--- config.mk ---
export PLATFORM = sky130hd
export DESIGN_NAME = ddr_line_server
export DESIGN_NICKNAME = d
export VERILOG_FILES = /design/src/rtl/ddr_line_server.sv
export SDC_FILE = /design/constraint.sdc
export NUM_CORES = 1
export LEC_CHECK = 0
export CAP_MARGIN = 20
export CORE_AREA = 2 2 239 241
export CTS_BUF_LIST = sky130_fd_sc_hd__clkbuf_8 sky130_fd_sc_hd__clkbuf_16
export CTS_CLUSTER_DIAMETER = 40
export CTS_CLUSTER_SIZE = 28
export DETAILED_ROUTE_END_ITERATION = 10
export DIE_AREA = 0 0 241 243
export GPL_TIMING_DRIVEN = 0
export MAX_ROUTING_LAYER = met4
export SYNTH_ARGS = -nofsm -noshare
export SYNTH_HDL_FRONTEND = slang
export SYNTH_SLANG_ARGS = --single-unit
--- constraint.sdc ---
create_clock -name clk -period 2.6 [get_ports clk]
set_input_delay 0.39 -clock clk [delete_from_list [all_inputs] [get_ports clk]]
set_output_delay 0.39 -clock clk [all_outputs]
set_load 0.02 [all_outputs]
--- src/rtl/ddr_line_server.sv ---
`default_nettype none
// +----------------------------------------------------------------------------+
// | ddr_line_server: single-outstanding 128-bit cache line server that        |
// | bridges cache2DDR_* requests onto a MIG-style native app interface.        |
// | Revision: 1.0                                                              |
// +----------------------------------------------------------------------------+
module ddr_line_server #(
    parameter int TIMEOUT_CYC = 4096,
    parameter int APP_ADDR_W  = 27
) (
    input  logic                  clk,
    input  logic                  rstn,
    input  logic [26:0]           cache2DDR_rd_addr,
    input  logic                  cache2DDR_rd_en,
    output logic                  DDR2cache_rd_fin,
    output logic [127:0]          DDR2cache_rd_data,
    input  logic [26:0]           cache2DDR_wr_addr,
    input  logic [127:0]          cache2DDR_wr_data,
    input  logic                  cache2DDR_wr_en,
    output logic                  DDR2cache_wr_fin,
    input  logic                  init_calib_complete,
    output logic [APP_ADDR_W-1:0] app_addr,
    output logic [2:0]            app_cmd,
    output logic                  app_en,
    input  logic                  app_rdy,
    output logic [127:0]          app_wdf_data,
    output logic                  app_wdf_wren,
    output logic                  app_wdf_end,
    input  logic                  app_wdf_rdy,
    input  logic [127:0]          app_rd_data,
    input  logic                  app_rd_data_valid,
    output logic                  busy,
    output logic                  err
);

    typedef enum logic [2:0] {
        IDLE    = 3'd0,
        RD_CMD  = 3'd1,
        RD_WAIT = 3'd2,
        RD_FIN  = 3'd3,
        WR_XFER = 3'd4,
        WR_FIN  = 3'd5
    } state_t;

    localparam int CNT_W = $clog2(TIMEOUT_CYC + 1);

    state_t        state_q, state_d;
    logic          rd_armed_q, rd_armed_d;
    logic          wr_armed_q, wr_armed_d;
    logic          rd_pend_q, rd_pend_d;
    logic [22:0]   rd_line_q, rd_line_d;
    logic [22:0]   wr_line_q, wr_line_d;
    logic [127:0]  wr_data_q, wr_data_d;
    logic [127:0]  rd_data_q, rd_data_d;
    logic          cmd_done_q, cmd_done_d;
    logic          data_done_q, data_done_d;
    logic [CNT_W-1:0] cnt_q, cnt_d;
    logic          err_q, err_d;

    logic          rd_req, wr_req;
    logic          unused_addr_bits;

    assign unused_addr_bits = ^{cache2DDR_rd_addr[3:0], cache2DDR_wr_addr[3:0]};

    assign rd_req = cache2DDR_rd_en && rd_armed_q;
    assign wr_req = cache2DDR_wr_en && wr_armed_q;

    always_ff @(posedge clk or negedge rstn) begin
        if (!rstn) begin
            state_q     <= IDLE;
            rd_armed_q  <= 1'b1;
            wr_armed_q  <= 1'b1;
            rd_pend_q   <= 1'b0;
            rd_line_q   <= '0;
            wr_line_q   <= '0;
            wr_data_q   <= '0;
            rd_data_q   <= '0;
            cmd_done_q  <= 1'b0;
            data_done_q <= 1'b0;
            cnt_q       <= '0;
            err_q       <= 1'b0;
        end else begin
            state_q     <= state_d;
            rd_armed_q  <= rd_armed_d;
            wr_armed_q  <= wr_armed_d;
            rd_pend_q   <= rd_pend_d;
            rd_line_q   <= rd_line_d;
            wr_line_q   <= wr_line_d;
            wr_data_q   <= wr_data_d;
            rd_data_q   <= rd_data_d;
            cmd_done_q  <= cmd_done_d;
            data_done_q <= data_done_d;
            cnt_q       <= cnt_d;
            err_q       <= err_d;
        end
    end

    always_comb begin
        state_d     = state_q;
        rd_armed_d  = cache2DDR_rd_en ? rd_armed_q : 1'b1;
        wr_armed_d  = cache2DDR_wr_en ? wr_armed_q : 1'b1;
        rd_pend_d   = rd_pend_q;
        rd_line_d   = rd_line_q;
        wr_line_d   = wr_line_q;
        wr_data_d   = wr_data_q;
        rd_data_d   = rd_data_q;
        cmd_done_d  = cmd_done_q;
        data_done_d = data_done_q;
        cnt_d       = cnt_q;
        err_d       = err_q;

        app_en           = 1'b0;
        app_cmd          = 3'b000;
        app_addr         = '0;
        app_wdf_wren     = 1'b0;
        DDR2cache_rd_fin = 1'b0;
        DDR2cache_wr_fin = 1'b0;

        case (state_q)
            IDLE: begin
                if (init_calib_complete) begin
                    // A read deferred behind a simultaneous write goes first.
                    if (rd_pend_q) begin
                        rd_pend_d = 1'b0;
                        state_d   = RD_CMD;
                    end else if (wr_req) begin
                        wr_armed_d  = 1'b0;
                        wr_line_d   = cache2DDR_wr_addr[26:4];
                        wr_data_d   = cache2DDR_wr_data;
                        cmd_done_d  = 1'b0;
                        data_done_d = 1'b0;
                        state_d     = WR_XFER;
                        if (rd_req) begin
                            rd_armed_d = 1'b0;
                            rd_pend_d  = 1'b1;
                            rd_line_d  = cache2DDR_rd_addr[26:4];
                        end
                    end else if (rd_req) begin
                        rd_armed_d = 1'b0;
                        rd_line_d  = cache2DDR_rd_addr[26:4];
                        state_d    = RD_CMD;
                    end
                end
            end
            RD_CMD: begin
                app_en   = 1'b1;
                app_cmd  = 3'b001;
                app_addr = APP_ADDR_W'({1'b0, rd_line_q, 3'b000});
                if (app_rdy) begin
                    cnt_d   = '0;
                    state_d = RD_WAIT;
                end
            end
            RD_WAIT: begin
                if (app_rd_data_valid) begin
                    rd_data_d = app_rd_data;
                    state_d   = RD_FIN;
                end else if (cnt_q == CNT_W'(TIMEOUT_CYC - 1)) begin
                    err_d     = 1'b1;
                    rd_data_d = '0;
                    state_d   = RD_FIN;
                end else begin
                    cnt_d = cnt_q + CNT_W'(1);
                end
            end
            RD_FIN: begin
                DDR2cache_rd_fin = 1'b1;
                state_d          = IDLE;
            end
            WR_XFER: begin
                app_en       = !cmd_done_q;
                app_addr     = APP_ADDR_W'({1'b0, wr_line_q, 3'b000});
                app_wdf_wren = !data_done_q;
                cmd_done_d   = cmd_done_q  || app_rdy;
                data_done_d  = data_done_q || app_wdf_rdy;
                if (cmd_done_d && data_done_d) begin
                    state_d = WR_FIN;
                end
            end
            WR_FIN: begin
                DDR2cache_wr_fin = 1'b1;
                state_d          = IDLE;
            end
            default: begin
                state_d = IDLE;
            end
        endcase
    end

    assign app_wdf_end       = app_wdf_wren;
    assign app_wdf_data      = wr_data_q;
    assign DDR2cache_rd_data = rd_data_q;
    assign err               = err_q;
    assign busy              = (state_q != IDLE);

endmodule
`default_nettype wire
# Word level (Yosys, flattened, before mapping)
# Index checks and enable logic that the tools add are counted.
# word_totals
in_bits	318
reg_bits	324
latch_bits	0
wordCells	89
mem_bits_rw	0
rom_bits	0
out_inout_bits	293
n_memories	0
# classes
order_cmp	0
bitwise_logic	2
shift	0
n_reduce_logical	20
n_addsub	1
muxes	39
n_div	0
mul	0
eq_ne	15
# ops
op	n
two-way mux 128 bit	2
one-hot mux 26 bit (2 select lines)	1
two-way mux 13 bit	3
one-hot mux 13 bit (2 select lines)	1
two-way mux 3 bit	8
two-way mux 1 bit	20
AND reduction 4 bit	4
inequality test 2 bit (second input constant)	7
adder 13 x 1 -> 13 bit (second input constant)	1
== test 13 x 12 -> 1 bit (second input constant)	1
one-hot mux 3 bit (4 select lines)	1
== test 3 x 2 -> 1 bit (second input constant)	2
== test 3 bit (second input constant)	2
one-hot mux 1 bit (2 select lines)	3
nonzero test 2 bit	3
AND reduction 5 bit	1
inequality test 4 bit (second input constant)	1
AND reduction 2 bit	2
== test 3 x 1 -> 1 bit (second input constant)	1
logical AND 1 bit	3
logical NOT 3 bit	1
inequality test 3 bit (second input constant)	1
AND reduction 3 bit	1
nonzero test 3 bit	1
3 further kinds	6

# Longest topological paths before layout
# depth
word_depth	6
ltp_mapped	8

# Worst setup path after synthesis
# OpenSTA, ideal clock, no wires.
# synth_timing
path_kind	register to output
startpoint	reg state_q[2]
endpoint	out app_addr[15]
n_path_buf	2
path_stages_with_launch	5
slack_ps	537
arrival_time_ps	1673
required_time_ps	2210
cell_sequence	dfrtp_1 -> buf_2 -> nor3b_2 -> clkbuf_1 -> a22o_1
# synth_between
elab_chain_len	2
# synth_rtl
element	line	rtl
start, declared	47	state_t state_q, state_d;
start signal, assigned	83	state_q <= state_d;
== test 3 bit or == test 3 x 1 -> 1 bit (tied branches)	119	case (state_q)
one-hot mux 26 bit (2 select lines) *	119	
end, declared	22	output logic [APP_ADDR_W-1:0] app_addr,
# Mark *: on every way between the ends. The rest lies on a longest branch, timed or not.

# Worst setup path in the final report
# layout_timing
startpoint	reg state_q[1]
endpoint	out app_addr[25]
# Same word-level chain as after synthesis.

==> summary.md <==
| Metric | Value |
|---|---|
| Layout area overhead | `73.1%` |
| Mapped Cells | `821` |
| RSZ-0062 raised after global routing | `yes` |
| Worst setup path start | `state_q[1]` |
| Critical path fanouts, max | `8` |
| Clk root buf | `clkbuf_16` |
| Max-Cap Viols | `0` |
| Register bit total from synthesis | `324` |
| Worst Clk Skew | `between 0.015 and 0.02 ns` |
| CP max-delay cell | `dfrtp_1` |
| Leakage power | `9.43 nW` |
| Largest cells by area after synthesis | `dfrtp_1 (64%), a22o_1 (11%), mux2_2 (9.3%), mux2_1 (6.3%), buf_6 (1.3%)` |
| Dominant synthesized flop cell | `dfrtp_1` |
| Met1 usage | `0.154` |
| Synthesized area | `0.0125 mm2` |
| DP Area | `0.0195 mm2` |
| Largest stage delay, worst path | `0.37 ns` |
| Yosys warning count | `0` |
| Power density cells | `1320 mW/mm2` |
| VDD IR max | `0.000710 V` |
| Largest net degree at the start of global routing | `111` |
| Clk_lat worst skew | `0.59 ns` |
| Post-synthesis sequential area ratio | `0.647` |
| Setup crit end kind | `output pin` |
| Total gr overflow | `0` |
| NumNets Final | `1818` |
| Setup-failing EPs final | `0` |
| CP cell instances | `buf_6 > nor3b_4 > buf_4 > a22o_1 > clkdlybuf4s15_2` |
| CTS tree | `done` |
| Final wirelength | `42700 um` |
| Fillers | `5364` |
| Fin util | `0.388` |
| H-tree levels | `2` |
| Class of the worst hold path | `input port to register` |
| Final ANT Viol Nets | `0` |
| Share of layout cells above drive strength 1 | `0.213` |
| Non-filler cells, final | `approximately 2.3k` |
| Max Freq | `0.404 GHz` |
| Avg WL per Cell | `18.5 um` |
| Worst Setup Slack, final | `0.128 ns` |
| Die Y | `243 um` |
| Core area | `~0.056 mm2` |
| Slew headroom | `0.421` |
| Vias in the first global route | `10.7k` |
| Post-synth EDFFs | `0` |
| Number of clock sinks | `between 300 and 400` |
| 1st-iter DRT viols | `235` |
| R2R Path Start | `state_q[2]` |
| Final Hold Fails | `0` |
| Initial core utilization | `0.224` |
| Async SR Flop Fraction | `1.00` |
| Fin area | `roughly 0.022 mm2` |
| Mapped Avg Cell Area | `roughly 15 um2` |
| Crit path DAT | `2.08 ns` |
| Most common cell after layout, fill and taps aside | `clkdlybuf4s50_1` |
| DIE WIDTH | `241 um` |
| Count of different cell masters after synthesis | `52` |
| DR pass1 iterations | `4` |
| Num CTS Buffers | `59` |
| FF-to-FF setup slack | `0.24 ns` |
| Total track usage | `0.144` |
| M3 GR Usage | `0.0548` |
| Critical R2R Capture | `app_wdf_data[92]` |
| Routed via count | `9712` |
| Global-route wire length before repair | `63000 um` |
| # DRC | `0` |
| M2 GR Usage | `0.247` |
| Critical path startpoint category | `register` |
| Synth area leader | `dfrtp_1` |
| Least-Margin Pin Slew | `0.868 ns` |
| Status | `complete, no violations` |
| Max Slew Vio Count | `0` |
| Worst setup path endpoint | `app_addr[25]` |
| DR vias/cell | `4.21` |
| Synth top area share | `0.642` |
| Most frequent cells in the layout | `clkdlybuf4s50_1 (565), dfrtp_1 (322), a22o_1 (151)` |
| Dpl hpwl | `31900 um` |
| Final period utilization | `0.951` |
| Tmin final | `2.47 ns` |
| CTS max path bufs | `3` |
| Initial antenna violation count | `2` |
| I/O Pins | `611` |
| Required @ worst endpoint | `2.21 ns` |
| Cell row count | `87` |
| Die area | `approximately 0.059 mm2` |
| Cell count after placement | `2180` |
| GRT Max-Usage Layer | `met2` |
| DP Worst Slack | `-0.420 ns` |
| Placer Congestion | `a little under 0.8` |
| Critical path class | `register to output pin` |
| Port bufs | `596` |
| R2R depth | `8` |
| Clock Pin Slew Worst Setup and Hold Paths | `~0.050 ns` |
==> where the power goes <==
group | internal [mW] | total (mW) | leakage [nW] | switching (mW)
combinational | 6.40 | 12.3 | 4.48 | 5.85
clock | 4.88 | 7.68 | 0.984 | 2.80
sequential | 7.44 | 8.76 | 3.97 | 1.32
total | 18.7 | 28.7 | 9.43 | 9.97
==> timing repair <==
| item | in CTS | in global routing |
|---|---|---|
| hold endpoints to repair | 108 | 0 |
| setup endpoints to repair | 28 | 32 |
| gates cloned | 0 | 0 |
| resized for setup | 107 | 24 |
| pin swaps | 2 | 4 |
| buffers inserted | 13 | 2 |
| hold buffers | 1 | 0 |
==> cells by family after synthesis <==
logic type	count (synthesis)	share of synthesized area
AOI/OAI and AO/OA	172	0.116
xor gates and xnor gates	8	0.00559
adders and majority gates	1	0.000997
buffers and inverters	66	0.0357
DFF	324	0.647
muxes	174	0.156
other	1	0.000299
and+or+nand+nor	75	0.0385
==> layer usage <==
metal | part of all wire | up-vias
met2 | 0.50 | 442
li1 | - | 4403
met1 | 0.38 | 4790
met3 | 0.097 | 77
met4 | 0.023 | 0
met5 | 0 | -
==> per-stage QoR <==
stage | setup TNS, ns | power [mW] | hold WS, ns
after detailed placement | -6.82 | 21.0 | 0.464
after global placement | -4255.60 | 20.9 | 0.461
after floorplan | 0 | 14.7 | 0.0944
after global routing | -0.0274 | 30.2 | 0.359
after CTS | 0 | 29.1 | 0.317
final | 0 | 28.7 | 0.358
==> sequential cells by signal (all words and copies together) (netlist names), 3 cells and up <==
register           cells
wr_line_q             23
rd_line_q             23
app_wdf_data         128
DDR2cache_rd_data    128
cnt_q                 13
state_q                3
==> critical path: cells and delay by family, from the launching register on <==
kind            cells  cell delay [ns]
compound gates      1             0.17
flops               1             0.37
simple gates        1             0.31
buf+inv             3             0.64
==> Yosys cell counts, types with 2 or more instances <==
cell type,n
o21bai_1,2
inv_1,4
buf_2,25
mux2_1,70
nor3_1,6
dfstp_2,2
nand3_1,3
a31o_2,2
and2_1,3
clkbuf_1,6
or3_1,2
a21oi_1,6
nand4_1,2
buf_4,17
xnor2_1,8
o21ai_0,5
nor4_4,2
nand2_1,19
mux2_2,104
nor2_1,17
dfrtp_1,322
a22o_1,151
buf_6,14
==> worst min path at each step <==
stage                                       to  cells past startpoint  slack (ns)             from
after global placement              rd_armed_q                      2        0.46       rd_armed_q
after floorplan           DDR2cache_rd_data[0]                      0        0.09             rstn
after global routing                rd_armed_q                      2        0.36  cache2DDR_rd_en
after detailed placement            rd_armed_q                      2        0.46       rd_armed_q
after CTS                           wr_armed_q                      2        0.32  cache2DDR_wr_en
final                               wr_armed_q                      2        0.36  cache2DDR_wr_en
==> cell type report <==
cell class / count / area, um2 / area share
clock inverter: 42 / 413 / 0.0190
multi-input combinational: 436 / 4020 / 0.185
inverter: 4 / 15.0 / 0.000691
clock buffer: 68 / 1610 / 0.0742
timing repair buffer: 614 / 6140 / 0.283
buffer: 60 / 465 / 0.0214
tap: 756 / 946 / 0.0436
antenna: 2 / 5.00 / 0.000230
sequential: 324 / 8110 / 0.373
Note: power is estimated with default switching activity, not from simulation.
